<file path="config.mk">
export PLATFORM = sky130hd
export DESIGN_NAME = instr_encoder
export DESIGN_NICKNAME = d
export VERILOG_FILES = /design/src/rtl/riscv_pkg.sv /design/src/rtl/instr_pack.sv /design/src/rtl/instr_encoder.sv
export SDC_FILE = /design/constraint.sdc
export NUM_CORES = 1
export LEC_CHECK = 0
export BUFFER_PORTS_ARGS = -buffer_cell sky130_fd_sc_hd__buf_2
export CAP_MARGIN = 15
export CORE_ASPECT_RATIO = 0.8
export CORE_MARGIN = 1
export CORE_UTILIZATION = 55
export DETAILED_ROUTE_END_ITERATION = 7
export HOLD_SLACK_MARGIN = 0.03
export PLACE_DENSITY_LB_ADDON = 0.1
export SYNTH_ARGS = -nofsm -noshare
export SYNTH_HDL_FRONTEND = slang
export SYNTH_SLANG_ARGS = --single-unit
</file>
<file path="constraint.sdc">
create_clock -name clk -period 4.3 [get_ports clk]
set_input_delay 0.86 -clock clk [delete_from_list [all_inputs] [get_ports clk]]
set_output_delay 0.86 -clock clk [all_outputs]
set_load 0.05 [all_outputs]
</file>
<file path="src/rtl/riscv_pkg.sv">
// Shared RV32I encoding constants, descriptor kinds, ALU op codes and loader error codes.
// Used by both the control decoder and the program-load encoder.
package riscv_pkg;

  typedef enum logic [2:0] {
    KIND_R       = 3'd0,
    KIND_OPIMM   = 3'd1,
    KIND_LOAD    = 3'd2,
    KIND_STORE   = 3'd3,
    KIND_BRANCH  = 3'd4,
    KIND_JAL     = 3'd5,
    KIND_JALR    = 3'd6,
    KIND_ILLEGAL = 3'd7
  } kind_t;

  localparam logic [6:0] OP_R      = 7'b0110011;
  localparam logic [6:0] OP_IMM    = 7'b0010011;
  localparam logic [6:0] OP_LOAD   = 7'b0000011;
  localparam logic [6:0] OP_STORE  = 7'b0100011;
  localparam logic [6:0] OP_BRANCH = 7'b1100011;
  localparam logic [6:0] OP_JAL    = 7'b1101111;
  localparam logic [6:0] OP_JALR   = 7'b1100111;

  localparam logic [3:0] ALU_ADD  = 4'b0000;
  localparam logic [3:0] ALU_SUB  = 4'b0001;
  localparam logic [3:0] ALU_AND  = 4'b1001;
  localparam logic [3:0] ALU_OR   = 4'b1000;
  localparam logic [3:0] ALU_SLT  = 4'b0011;
  localparam logic [3:0] ALU_SLTU = 4'b0100;

  localparam logic [1:0] ERR_NONE    = 2'b00;
  localparam logic [1:0] ERR_ILLEGAL = 2'b01;
  localparam logic [1:0] ERR_IMM     = 2'b10;
  localparam logic [1:0] ERR_OVF     = 2'b11;

  typedef struct packed {
    logic [6:0] f7;
    logic [2:0] f3;
    logic       ok;
  } alu_fields_t;

  // Maps an ALU op onto its funct7/funct3 pair; ok is low for unknown ops.
  function automatic alu_fields_t alu_fields(input logic [3:0] op);
    alu_fields_t r;
    r.f7 = 7'h00;
    r.f3 = 3'b000;
    r.ok = 1'b1;
    case (op)
      ALU_ADD:  r.f3 = 3'b000;
      ALU_SUB:  r.f7 = 7'h20;
      ALU_AND:  r.f3 = 3'b111;
      ALU_OR:   r.f3 = 3'b110;
      ALU_SLT:  r.f3 = 3'b010;
      ALU_SLTU: r.f3 = 3'b011;
      default:  r.ok = 1'b0;
    endcase
    return r;
  endfunction

endpackage

</file>
<file path="src/rtl/instr_pack.sv">
// Combinational packer: one instruction descriptor in, RV32I word plus legality flags out.
module instr_pack
  import riscv_pkg::*;
(
  input  logic [2:0]  kind,
  input  logic [3:0]  aluop,
  input  logic [2:0]  funct3,
  input  logic [4:0]  rd,
  input  logic [4:0]  rs1,
  input  logic [4:0]  rs2,
  input  logic [31:0] imm,
  output logic [31:0] word,
  output logic        illegal,
  output logic        imm_bad
);

  alu_fields_t alu_s;
  logic        i_ok_s;
  logic        b_ok_s;
  logic        j_ok_s;

  assign alu_s = alu_fields(aluop);

  // An immediate fits when every bit above the field's sign bit copies it.
  assign i_ok_s = (&imm[31:11]) | ~(|imm[31:11]);
  assign b_ok_s = ((&imm[31:12]) | ~(|imm[31:12])) & ~imm[0];
  assign j_ok_s = ((&imm[31:20]) | ~(|imm[31:20])) & ~imm[0];

  // Field packing per instruction format.
  always_comb begin
    word    = 32'h0000_0000;
    illegal = 1'b0;
    imm_bad = 1'b0;
    case (kind_t'(kind))
      KIND_R: begin
        word    = {alu_s.f7, rs2, rs1, alu_s.f3, rd, OP_R};
        illegal = ~alu_s.ok;
      end
      KIND_OPIMM: begin
        word    = {imm[11:0], rs1, alu_s.f3, rd, OP_IMM};
        illegal = ~alu_s.ok | (aluop == ALU_SUB);
        imm_bad = ~i_ok_s;
      end
      KIND_LOAD: begin
        word    = {imm[11:0], rs1, funct3, rd, OP_LOAD};
        imm_bad = ~i_ok_s;
      end
      KIND_STORE: begin
        word    = {imm[11:5], rs2, rs1, funct3, imm[4:0], OP_STORE};
        imm_bad = ~i_ok_s;
      end
      KIND_BRANCH: begin
        word    = {imm[12], imm[10:5], rs2, rs1, funct3, imm[4:1], imm[11], OP_BRANCH};
        imm_bad = ~b_ok_s;
      end
      KIND_JAL: begin
        word    = {imm[20], imm[10:1], imm[11], imm[19:12], rd, OP_JAL};
        imm_bad = ~j_ok_s;
      end
      KIND_JALR: begin
        word    = {imm[11:0], rs1, 3'b000, rd, OP_JALR};
        imm_bad = ~i_ok_s;
      end
      default: begin
        illegal = 1'b1;
      end
    endcase
  end

endmodule

</file>
<file path="src/rtl/instr_encoder.sv">
// Boot/test program loader: encodes descriptors into RV32I words and writes them to
// consecutive imem word addresses through a single output stage.
module instr_encoder
  import riscv_pkg::*;
#(
  parameter int ADDR_W    = 10,
  parameter int BASE_ADDR = 0
) (
  input  logic              clk,
  input  logic              rst_n,
  input  logic              start,
  input  logic              in_valid,
  output logic              in_ready,
  input  logic [2:0]        in_kind,
  input  logic [3:0]        in_aluop,
  input  logic [2:0]        in_funct3,
  input  logic [4:0]        in_rd,
  input  logic [4:0]        in_rs1,
  input  logic [4:0]        in_rs2,
  input  logic [31:0]       in_imm,
  input  logic              in_last,
  output logic              mem_we,
  output logic [ADDR_W-1:0] mem_addr,
  output logic [31:0]       mem_wdata,
  input  logic              mem_ready,
  output logic              busy,
  output logic              done,
  output logic              err,
  output logic [1:0]        err_code,
  output logic [ADDR_W:0]   count
);

  typedef enum logic [1:0] {
    S_IDLE  = 2'd0,
    S_RUN   = 2'd1,
    S_FLUSH = 2'd2,
    S_DONE  = 2'd3
  } state_t;

  localparam logic [ADDR_W-1:0] BASE = ADDR_W'(BASE_ADDR);
  localparam logic [ADDR_W-1:0] TOP  = {ADDR_W{1'b1}};

  state_t            state_r;
  logic [ADDR_W-1:0] aptr_r;
  logic              ovf_r;
  logic [ADDR_W:0]   count_r;
  logic              mem_we_r;
  logic [ADDR_W-1:0] mem_addr_r;
  logic [31:0]       mem_wdata_r;
  logic              busy_r;
  logic              done_r;
  logic              err_r;
  logic [1:0]        err_code_r;

  logic              accept_s;
  logic [31:0]       word_s;
  logic              illegal_s;
  logic              imm_bad_s;
  logic [1:0]        code_s;

  instr_pack u_pack (
    .kind    (in_kind),
    .aluop   (in_aluop),
    .funct3  (in_funct3),
    .rd      (in_rd),
    .rs1     (in_rs1),
    .rs2     (in_rs2),
    .imm     (in_imm),
    .word    (word_s),
    .illegal (illegal_s),
    .imm_bad (imm_bad_s)
  );

  assign in_ready = (state_r == S_RUN) && (!mem_we_r || mem_ready);
  assign accept_s = in_valid && in_ready;

  // Error classification of the presented descriptor; encoding faults outrank overflow.
  always_comb begin
    if (illegal_s) begin
      code_s = ERR_ILLEGAL;
    end else if (imm_bad_s) begin
      code_s = ERR_IMM;
    end else if (ovf_r) begin
      code_s = ERR_OVF;
    end else begin
      code_s = ERR_NONE;
    end
  end

  // Session FSM, output stage, write pointer, counters and sticky error.
  always_ff @(posedge clk) begin
    if (!rst_n) begin
      state_r     <= S_IDLE;
      aptr_r      <= BASE;
      ovf_r       <= 1'b0;
      count_r     <= '0;
      mem_we_r    <= 1'b0;
      mem_addr_r  <= BASE;
      mem_wdata_r <= 32'h0000_0000;
      busy_r      <= 1'b0;
      done_r      <= 1'b0;
      err_r       <= 1'b0;
      err_code_r  <= ERR_NONE;
    end else if (start) begin
      state_r    <= S_RUN;
      aptr_r     <= BASE;
      ovf_r      <= 1'b0;
      count_r    <= '0;
      mem_we_r   <= 1'b0;
      busy_r     <= 1'b1;
      done_r     <= 1'b0;
      err_r      <= 1'b0;
      err_code_r <= ERR_NONE;
    end else begin
      done_r <= 1'b0;
      if (mem_we_r && mem_ready) begin
        mem_we_r <= 1'b0;
        count_r  <= count_r + (ADDR_W+1)'(1'b1);
      end
      // A new word may be staged in the same cycle the previous one retires.
      if (accept_s) begin
        if (code_s == ERR_NONE) begin
          mem_we_r    <= 1'b1;
          mem_addr_r  <= aptr_r;
          mem_wdata_r <= word_s;
          aptr_r      <= aptr_r + ADDR_W'(1'b1);
          if (aptr_r == TOP) begin
            ovf_r <= 1'b1;
          end
        end else if (!err_r) begin
          err_r      <= 1'b1;
          err_code_r <= code_s;
        end
      end
      case (state_r)
        S_RUN: begin
          if (accept_s && in_last) begin
            state_r <= S_FLUSH;
          end
        end
        S_FLUSH: begin
          if (!mem_we_r) begin
            state_r <= S_DONE;
            done_r  <= 1'b1;
          end
        end
        S_DONE: begin
          state_r <= S_IDLE;
          busy_r  <= 1'b0;
        end
        default: begin
          state_r <= S_IDLE;
        end
      endcase
    end
  end

  assign mem_we    = mem_we_r;
  assign mem_addr  = mem_addr_r;
  assign mem_wdata = mem_wdata_r;
  assign busy      = busy_r;
  assign done      = done_r;
  assign err       = err_r;
  assign err_code  = err_code_r;
  assign count     = count_r;

endmodule

</file>
# Word-level counts from Yosys, hierarchy flattened
# Cells that the tools add are included.
[totals]
reg_bits = 72
output_inout_bits = 60
input_bits = 63
[classes]
n_bitwise = 19
eq_ne = 19
reduce_logical = 28
add_sub_neg = 2
muxes = 19
[op_table]
columns = ["op", "count"]
rows = [
  ["32-bit case mux with 7 select lines", 1],
  ["21-bit AND reduction", 1],
  ["21-bit OR reduction", 1],
  ["20-bit AND reduction", 1],
  ["20-bit OR reduction", 1],
  ["1-bit NOT", 13],
  ["3-bit case mux with 4 select lines", 1],
  ["12-bit AND reduction", 1],
  ["12-bit OR reduction", 1],
  ["11-bit by 1-bit adder with 11-bit output, second input constant", 1],
  ["10-bit by 1-bit adder with 10-bit output, second input constant", 1],
  ["10-bit == test, second input constant", 1],
  ["2-bit 2-to-1 mux", 5],
  ["3-bit == test, second input constant", 3],
  ["3-bit AND reduction", 3],
  ["4-bit == test, second input constant", 2],
  ["1-bit 2-to-1 mux", 8],
  ["2-bit AND reduction", 4],
  ["3-bit by 2-bit == test with 1-bit output, second input constant", 2],
  ["6-bit 2-to-1 mux", 1],
  ["1-bit case mux with 3 select lines", 2],
  ["6-bit OR reduction", 1],
  ["5-bit OR reduction", 1],
  ["2-bit == test, second input constant", 2],
  ["other kinds (22)", 29],
]

# Depth between registers and ports, before layout
# Gate-level depths: netlist of run 1.
[depth]
word_depth = 11
depth_mapped = 9
depth_no_buf = 8

# By module
# From an unflattened synthesis of run 1, not the netlist that was laid out.
[unflattened]
cells_unflattened = 498
hier_area_um2 = 3814.9
[by_module_without_submodules]
columns = ["module", "instances", "seq_area_each_um2", "cells_per_inst", "area_per_inst_um2"]
rows = [
  ["instr_encoder", 1, 1441.4, 343, 2905.3],
  ["instr_pack", 1, 0.0, 155, 909.6],
]

# Least setup slack after synthesis of run 1
# OpenSTA, ideal clock, no wires.
[synth_path]
path_kind = "input to register"
start = "input port in_aluop[2]"
end = "register mem_wdata_r[20] (netlist: mem_wdata[20])"
setup_slack_ns = 1.681
arrival_ns = 2.547
cell_stages = 7
setup_ns = 0.072
path_buffers = 1
cell_sequence = "or3b_1 -> o211ai_2 -> o211ai_2 -> a2111o_1 -> nor2_2 -> buf_4 -> mux2i_1"
[synth_via]
elab_chain_len = 9
[synth_lines]
columns = ["item", "line_no", "source"]
rows = [
  ["start: declaration", "instr_encoder.sv:15", "input logic [3:0] in_aluop,"],
  ["4-bit == test, or another cell as far along", "riscv_pkg.sv:48", "case (op)"],
  ["6-bit OR reduction (no line)", "-", ""],
  ["1-bit 2-to-1 mux", "riscv_pkg.sv:48", ""],
  ["1-bit NOT", "instr_pack.sv:37, instr_pack.sv:41", ""],
  ["1-bit OR", "instr_pack.sv:41", "illegal = ~alu_s.ok | (aluop == ALU_SUB);"],
  ["1-bit case mux with 3 select lines *", "instr_pack.sv:34", "case (kind_t'(kind))"],
  ["2-bit 2-to-1 mux *", "instr_encoder.sv:79", "if (illegal_s) begin"],
  ["2-bit zero test *", "instr_encoder.sv:122", "if (code_s == ERR_NONE) begin"],
  ["3-bit AND reduction (no line) *", "-", ""],
  ["end signal: assignment", "instr_encoder.sv:125", "mem_wdata_r <= word_s;"],
  ["end: declaration", "instr_encoder.sv:49", "logic [31:0] mem_wdata_r;"],
]
# Every way passes the cells marked *; elsewhere a longest branch is shown, timed or not.
# A chain may end at the register's enable or synchronous reset.

# Worst setup path in the final report of run 1
[layout_path]
start = "input port in_kind[1]"
end = "register mem_wdata_r[25] (netlist: mem_wdata[25])"
[layout_via]
elab_chain_len = 7
[layout_lines]
columns = ["item", "line_no", "source"]
rows = [
  ["start: declaration", "instr_encoder.sv:14", "input logic [2:0] in_kind,"],
  ["3-bit by 1-bit == test with 1-bit output, or another cell as far along", "instr_pack.sv:34", ""],
  ["4-bit OR reduction (no line)", "-", ""],
  ["1-bit case mux with 3 select lines", "instr_pack.sv:34", ""],
  ["2-bit 2-to-1 mux", "instr_encoder.sv:81", "end else if (imm_bad_s) begin"],
  ["2-bit 2-to-1 mux", "instr_encoder.sv:79", ""],
  ["2-bit zero test", "instr_encoder.sv:122", ""],
  ["3-bit AND reduction (no line)", "-", ""],
]
# Parallel ways exist; a longest one is shown, timed or not.

==> results.yml, run 1 <==
place:
  io_buffers: 122
  place_worst_setup_slack_ns: 0.519
  postPlaceCellArea_um2: 4450
  place_hpwl_um: 7370
  final_weighted_congestion_in_routability_driven_placement: 0.919
  placed_cells_incl_taps: 649
layout:
  stdcell_count: 665
  multiInputGateArea_um2: 2240
  layout.filler_cells: 559
  postLayoutCoreUtil: 0.704
  final-seq-area_um2: 1420
  areaGrowthSynthToFinish_pct: 20.2
  net_count_reported_at_finish: 644
  final_area_um2: 4620
  layout-drive-gt1-share: 0.269
  num_antenna_cells: 0
clock_network:
  htree_num_levels: 3
  cell_chosen_for_the_clock_root: "clkbuf_8"
  clkLatencyLatePin_ns: 0.34
  hold_buffers: 0
  postCtsSetupRepairBufs: 0
  clkSlewWorstSetupHoldPaths_ns: 0.08
  cts-buffers-inserted: 9
  cts_repair_resize_count: 0
  clock_sink_count: 71
  clock_path_buffers: 2
  cts_tree: "done"
synth:
  postSynth.topFlopCell: "dfxtp_1"
  synth-seq-cells: 71
  synth_area_in_simple_gates: 0.258
  synth_top_family_by_area: "simple AND/OR/NAND/NOR gates"
  synth_cell_type_count: 53
  synth.most_common_cell: "dfxtp_1"
  syn_inst: 472
  syn-num-nets: 540
  yosys.area.top_type_share: 0.370
  fraction_of_synthesized_cell_area_in_xor_and_xnor_cells: 0.0137
  synth.area.top_cells: "dfxtp_1, mux2i_1, nand2_1"
  postSynth.asyncResetShare: 0
  yosysWarnings: 0
  synth.cell_area_um2: 3850
  synth_mux_area_frac: 0.0934
  area_fraction_in_compound_gates_after_synthesis: 0.200
  synth_seq_area_share: 0.370
  ys_top_cells_by_count: "dfxtp_1, nand2_1, a21oi_1, mux2i_1"
  yosys.area_share.adder: 0.0163
  synth_area_leader: "dfxtp_1"
  synth_edf_count: 0
  post_synth.cell_area_avg_um2: 8.15
detailed_routing:
  met3RoutedLength_um: 774
  highest_layer: "met4"
  count_of_tritonroute_iterations_in_the_first_routing_pass: 4
  drt_iter0_drc: 225
  routedLengthMet1_um: 4720
  wl_um: 10100
  wire_per_inst_um: 15.2
  vias_per_cell: 5.83
  dr_total_vias: 3876
  post-route-drc-count: 0
  met2_wire_length_um: 4500
  ant_nets: 0
die:
  chipHeight_um: 76.8
  die_width_um: 95.5
  initial_standard_cell_utilization_of_the_core: 0.585
  fp.coreArea_um2: 6570
  rows: 26
  ios: 123
  die_area_um2: 7330
setup_path:
  max_stage_delay_ns: 0.83
  launching_point_of_the_worst_reg2reg_path: "state_r[1]$_SDFFE_PP0P_"
  worstSetupStartpoint: "in_kind[1]"
  critPathSlowestCell: "nor2_4"
  capturing_instance_or_port_of_the_critical_path: "mem_wdata[25]$_SDFFE_PN0P_"
  worst_r2r_path_depth: 8
  critPathBufInv: 1
  cp_top_family: "simple AND/OR/NAND/NOR gates"
  setup.worst_path.end_class: "flop"
  timing.critical_path.cells: "buf_2 -> nor2b_1 -> and2_1 -> a2111o_1 -> nor2_4 -> mux2i_1"
  cp.arrival_ns: 3.71
  critical_path.max_fanout: 34
  setup.worst_path.start_class: "input pin"
  category_of_the_most_critical_setup_path: "input pin to flop"
  cp.required_ns: 4.57
  critical_path_depth: 6
  ff2ff_setup_slack_ns: 1.34
  regToRegEndpoint: "mem_wdata[25]$_SDFFE_PN0P_"
sta:
  unrepaired_setup_endpoints_after_global_routing: "no"
  worst-slew-pin-transition_ns: 1.00
  timing.setup.tns_ns: 0
  clock_skew_ns: 0.00784
  post-route-min-period_ns: 3.44
  setup-violations-final: 0
  relSlewSlack: 0.329
  final_hold_viol_count: 0
  final_max_slew_viol_count: 0
  postLayoutSetupSlackWorst_ns: 0.862
  timing.final.crit_share: 0.800
  fmaxAchievable_mhz: 291
global_routing:
  global_route_wire_length_before_repair_um: 16700
  gr_util_all_layers: 0.286
  maximum_number_of_pins_on_one_net_before_global_route_repair: 51
  globalRouteOverflowTotal: 0
  number_of_global_route_vias_before_repair: 3460
  grt_antenna_before_repair: 0
status:
  status: "completed"
run:
  maxCapViolations: 0
power:
  power_density_nw_per_um2: 290
  power_leakage_nw: 1.93
  vdd.ir_drop.worst_v: 0.000196
min_path:
  hp-class: "flop to flop"
-- registers in the layout (all words and copies together) (netlist names) --
| signal | flops |
|---|---|
| aptr_r | 10 |
| busy | 1 |
| count | 11 |
| done | 1 |
| err | 1 |
| err_code | 2 |
| mem_addr | 10 |
| mem_wdata | 31 |
| mem_we | 1 |
| ovf_r | 1 |
| state_r | 2 |
-- worst reg2reg max path, cell delays in order (launching register included) --
cell	delay (ns)
dfxtp_1	0.35
inv_1	0.06
ha_1	0.13
inv_1	0.07
nor4_1	0.33
o211ai_2	0.19
a2111o_1	0.61
nor2_4	0.83
mux2i_1	0.32
-- layout make-up --
cell class	instances	area share
Clock inverter	7	0.0103
Sequential cell	71	0.307
Clock buffer	9	0.0268
Inverter	12	0.00974
Timing Repair Buffer	126	0.139
Multi-Input combinational cell	356	0.484
Tap cell	84	0.0227
-- report_power, final --
part	leakage, nW	switching, mW	internal (mW)
clock network	0.0854	0.263	0.209
logic	1.27	0.129	0.0717
registers	0.573	0.00503	0.664
-- metal layers --
layer | vias to the layer above | track usage
met5 | - | 0
met4 | 0 | 0.0507
met3 | 11 | 0.0734
met2 | 149 | 0.429
met1 | 1784 | 0.416
li1 | 1932 | -
-- stage by stage --
stage          hold slack (ns)  power [mW]
4_1_cts                  0.459        1.35
3_5_place_dp             0.445       0.882
2_1_floorplan            0.451       0.813
3_3_place_gp             0.439       0.878
6_report                 0.457        1.34
5_1_grt                  0.473        1.40
-- placed cells by master, fill, tap and decap left out, types with 9 or more instances in the layout --
cell,count
clkbuf_8,9
nand2_1,69
a21oi_1,38
buf_2,122
inv_1,11
dfxtp_1,71
nand3_1,24
o21ai_0,24
nand4_1,11
mux2i_1,28
nor2_1,21
nor4_1,10
-- kinds of logic after synthesis --
family	Yosys count
and+or+nand+nor	196
AOI/OAI and AO/OA	114
DFF	71
buffers and inverters	45
muxes	35
xor gates and xnor gates	6
adders and majority gates	5
-- worst min-delay path by stage --
stage / slack [ns] / depth (start not counted) / from / end
after floorplan: 0.45 / 2 / ovf_r$_SDFFE_PP0P_ / ovf_r$_SDFFE_PP0P_
after detailed placement: 0.45 / 2 / mem_addr[3]$_SDFFE_PN0P_ / mem_addr[3]$_SDFFE_PN0P_
after global routing: 0.47 / 2 / mem_wdata[20]$_SDFFE_PN0P_ / mem_wdata[20]$_SDFFE_PN0P_
after global placement: 0.44 / 2 / mem_wdata[28]$_SDFFE_PN0P_ / mem_wdata[28]$_SDFFE_PN0P_
final: 0.46 / 2 / mem_addr[3]$_SDFFE_PN0P_ / mem_addr[3]$_SDFFE_PN0P_
after CTS: 0.46 / 2 / mem_addr[3]$_SDFFE_PN0P_ / mem_addr[3]$_SDFFE_PN0P_
Power figures use the tool's default switching activity.
==> inputs of run 2 (changes only) <==
CORE_UTILIZATION = 46   (was 55)
clock period = 3.05 ns   (was 4.3 ns; I/O delays follow)
==> run 2 against run 1 <==
  * Die area rose by 19%
  * Core utilization is 11 points lower
  * Non-clock buffer count increased by 9
  * Global-route usage down 4.6 points
  * Wire length rose by 3.6%
  * Register-to-register slack got worse by 1.1 ns
  * Sequential power up 41%
  * Final area up 2.5%
  * Clock skew down 0.0032 ns
  * Cell count increased by 4.8%
  * First-iteration DRC count is 14% higher
  * Flip-flop and latch count did not move
  * Largest power group unchanged
  * Highest routed layer unchanged
==> results.yml, run 2 (synthesized netlist as in run 1, its figures left out) <==
status:
  status: "completed"
clock_network:
  cell_chosen_for_the_clock_root: "clkbuf_8"
  clock_sink_count: 71
  htree_num_levels: 3
  clkSlewWorstSetupHoldPaths_ns: 0.08
  clock_path_buffers: 2
  clkLatencyLatePin_ns: 0.33
  cts-buffers-inserted: 9
  cts_tree: "done"
layout:
  layout-drive-gt1-share: 0.280
  commonest_cells_after_routing_fill_and_taps_aside: "buf_2, dfxtp_1, nand2_1"
  areaGrowthSynthToFinish_pct: 23.3
  layout.cells.most_common: "buf_2"
  num_antenna_cells: 0
  largest_register_ff_count: 31
  net_count_reported_at_finish: 653
  stdcell_count: 697
sta:
  relSlewSlack: 0.319
  worst-slew-pin-transition_ns: 1.02
  final_max_slew_viol_count: 0
  clock_skew_ns: 0.00465
  post-route-min-period_ns: 2.78
  unrepaired_setup_endpoints_after_global_routing: "no"
  timing.setup.tns_ns: 0
  setup-violations-final: 0
  final_hold_viol_count: 0
  fmaxAchievable_mhz: 360
  timing.final.crit_share: 0.912
global_routing:
  gr_util_all_layers: 0.241
  global_route_wire_length_before_repair_um: 17100
  number_of_global_route_vias_before_repair: 3531
  globalRouteOverflowTotal: 0
  maximum_number_of_pins_on_one_net_before_global_route_repair: 44
  grt_antenna_before_repair: 0
detailed_routing:
  ant_nets: 0
  drt_iter0_drc: 256
  post-route-drc-count: 0
  wire_per_inst_um: 15.0
  dr_total_vias: 3946
  count_of_tritonroute_iterations_in_the_first_routing_pass: 5
  vias_per_cell: 5.66
  wl_um: 10500
setup_path:
  critPathBufInv: 1
  timing.critical_path.cells: "ha_1 -> inv_1 -> nor4_2 -> o211ai_2 -> a2111o_1 -> nor2_4 -> o21ai_0"
  cp_top_family: "simple AND/OR/NAND/NOR gates"
  critPathSlowestCell: "nor2_4"
  max_stage_delay_ns: 0.78
  setup.worst_path.start_class: "flop"
  critical_path.max_fanout: 34
  cp.required_ns: 3.23
  cp.arrival_ns: 2.96
  setup.worst_path.end_class: "flop"
  category_of_the_most_critical_setup_path: "flop to flop"
die:
  die_width_um: 104
  fp.coreArea_um2: 8020
  die_area_um2: 8730
  rows: 29
  chipHeight_um: 83.8
  initial_standard_cell_utilization_of_the_core: 0.480
  ios: 123
place:
  place_hpwl_um: 7650
  placed_cells_incl_taps: 682
  io_buffers: 122
  final_weighted_congestion_in_routability_driven_placement: 0.858
min_path:
  hp-class: "flop to flop"
run:
  maxCapViolations: 0
power:
  vdd.ir_drop.worst_v: 0.000375
  power_density_nw_per_um2: 413
  power_leakage_nw: 1.98
run 2: repair_timing:
item                                    4_1_cts  5_1_grt
setup buffers                                 0        0
hold endpoints to repair                      0        0
hold buffers                                  0        0
endpoints found under the setup margin        0       10
resized for setup                             0        1
run 2: layer usage:
metal,up-vias,GRT usage,share of wire
li1,1953,-,-
met1,1853,0.336,0.49
met2,127,0.375,0.44
met3,13,0.0500,0.059
met4,0,0.0675,0.012
met5,-,0,0
run 2: final timing paths:
check / from / to / slack, ns / cells past startpoint
worst max register to register: state_r[0]$_SDFFE_PN0P_ / mem_wdata[7]$_SDFFE_PN0P_ / 0.27 / 7
worst max-delay path: state_r[0]$_SDFFE_PN0P_ / mem_wdata[7]$_SDFFE_PN0P_ / 0.27 / 7
worst min-delay path: mem_addr[7]$_SDFFE_PN0P_ / mem_addr[7]$_SDFFE_PN0P_ / 0.46 / 2
worst min register to register: mem_addr[7]$_SDFFE_PN0P_ / mem_addr[7]$_SDFFE_PN0P_ / 0.46 / 2
run 2: layout make-up:
cell class | count | area (um2)
Clock buffer | 9 | 124
Clock inverter | 6 | 61.3
Fill cell | 758 | 3280
Inverter | 12 | 45.0
Multi-Input combinational cell | 356 | 2250
Sequential cell | 71 | 1420
Tap cell | 108 | 135
Timing Repair Buffer | 135 | 708
run 2: metrics by stage:
| stage | worst slack (ns) | utilization | cell area [um2] | power, mW | hold slack, ns |
|---|---|---|---|---|---|
| floorplan | 0.681 | - | 3850 | 1.15 | 0.451 |
| global placement | 0.0438 | 0.567 | 4550 | 1.25 | 0.438 |
| detailed placement | -0.0175 | 0.567 | 4550 | 1.25 | 0.451 |
| CTS | 0.179 | 0.590 | 4730 | 1.97 | 0.462 |
| global route | 0.000163 | 0.591 | 4740 | 2.04 | 0.483 |
| finish | 0.270 | 0.591 | 4740 | 1.96 | 0.456 |
run 2: worst min-delay path, cell delays in order (launching register included):
cell,delay [ns]
dfxtp_1,0.31
nand2_1,0.05
mux2i_1,0.05
run 2: power breakdown:
part | total, mW | internal [mW] | switching (mW)
registers | 0.943 | 0.936 | 0.00693
logic | 0.294 | 0.107 | 0.186
clock network | 0.720 | 0.372 | 0.348
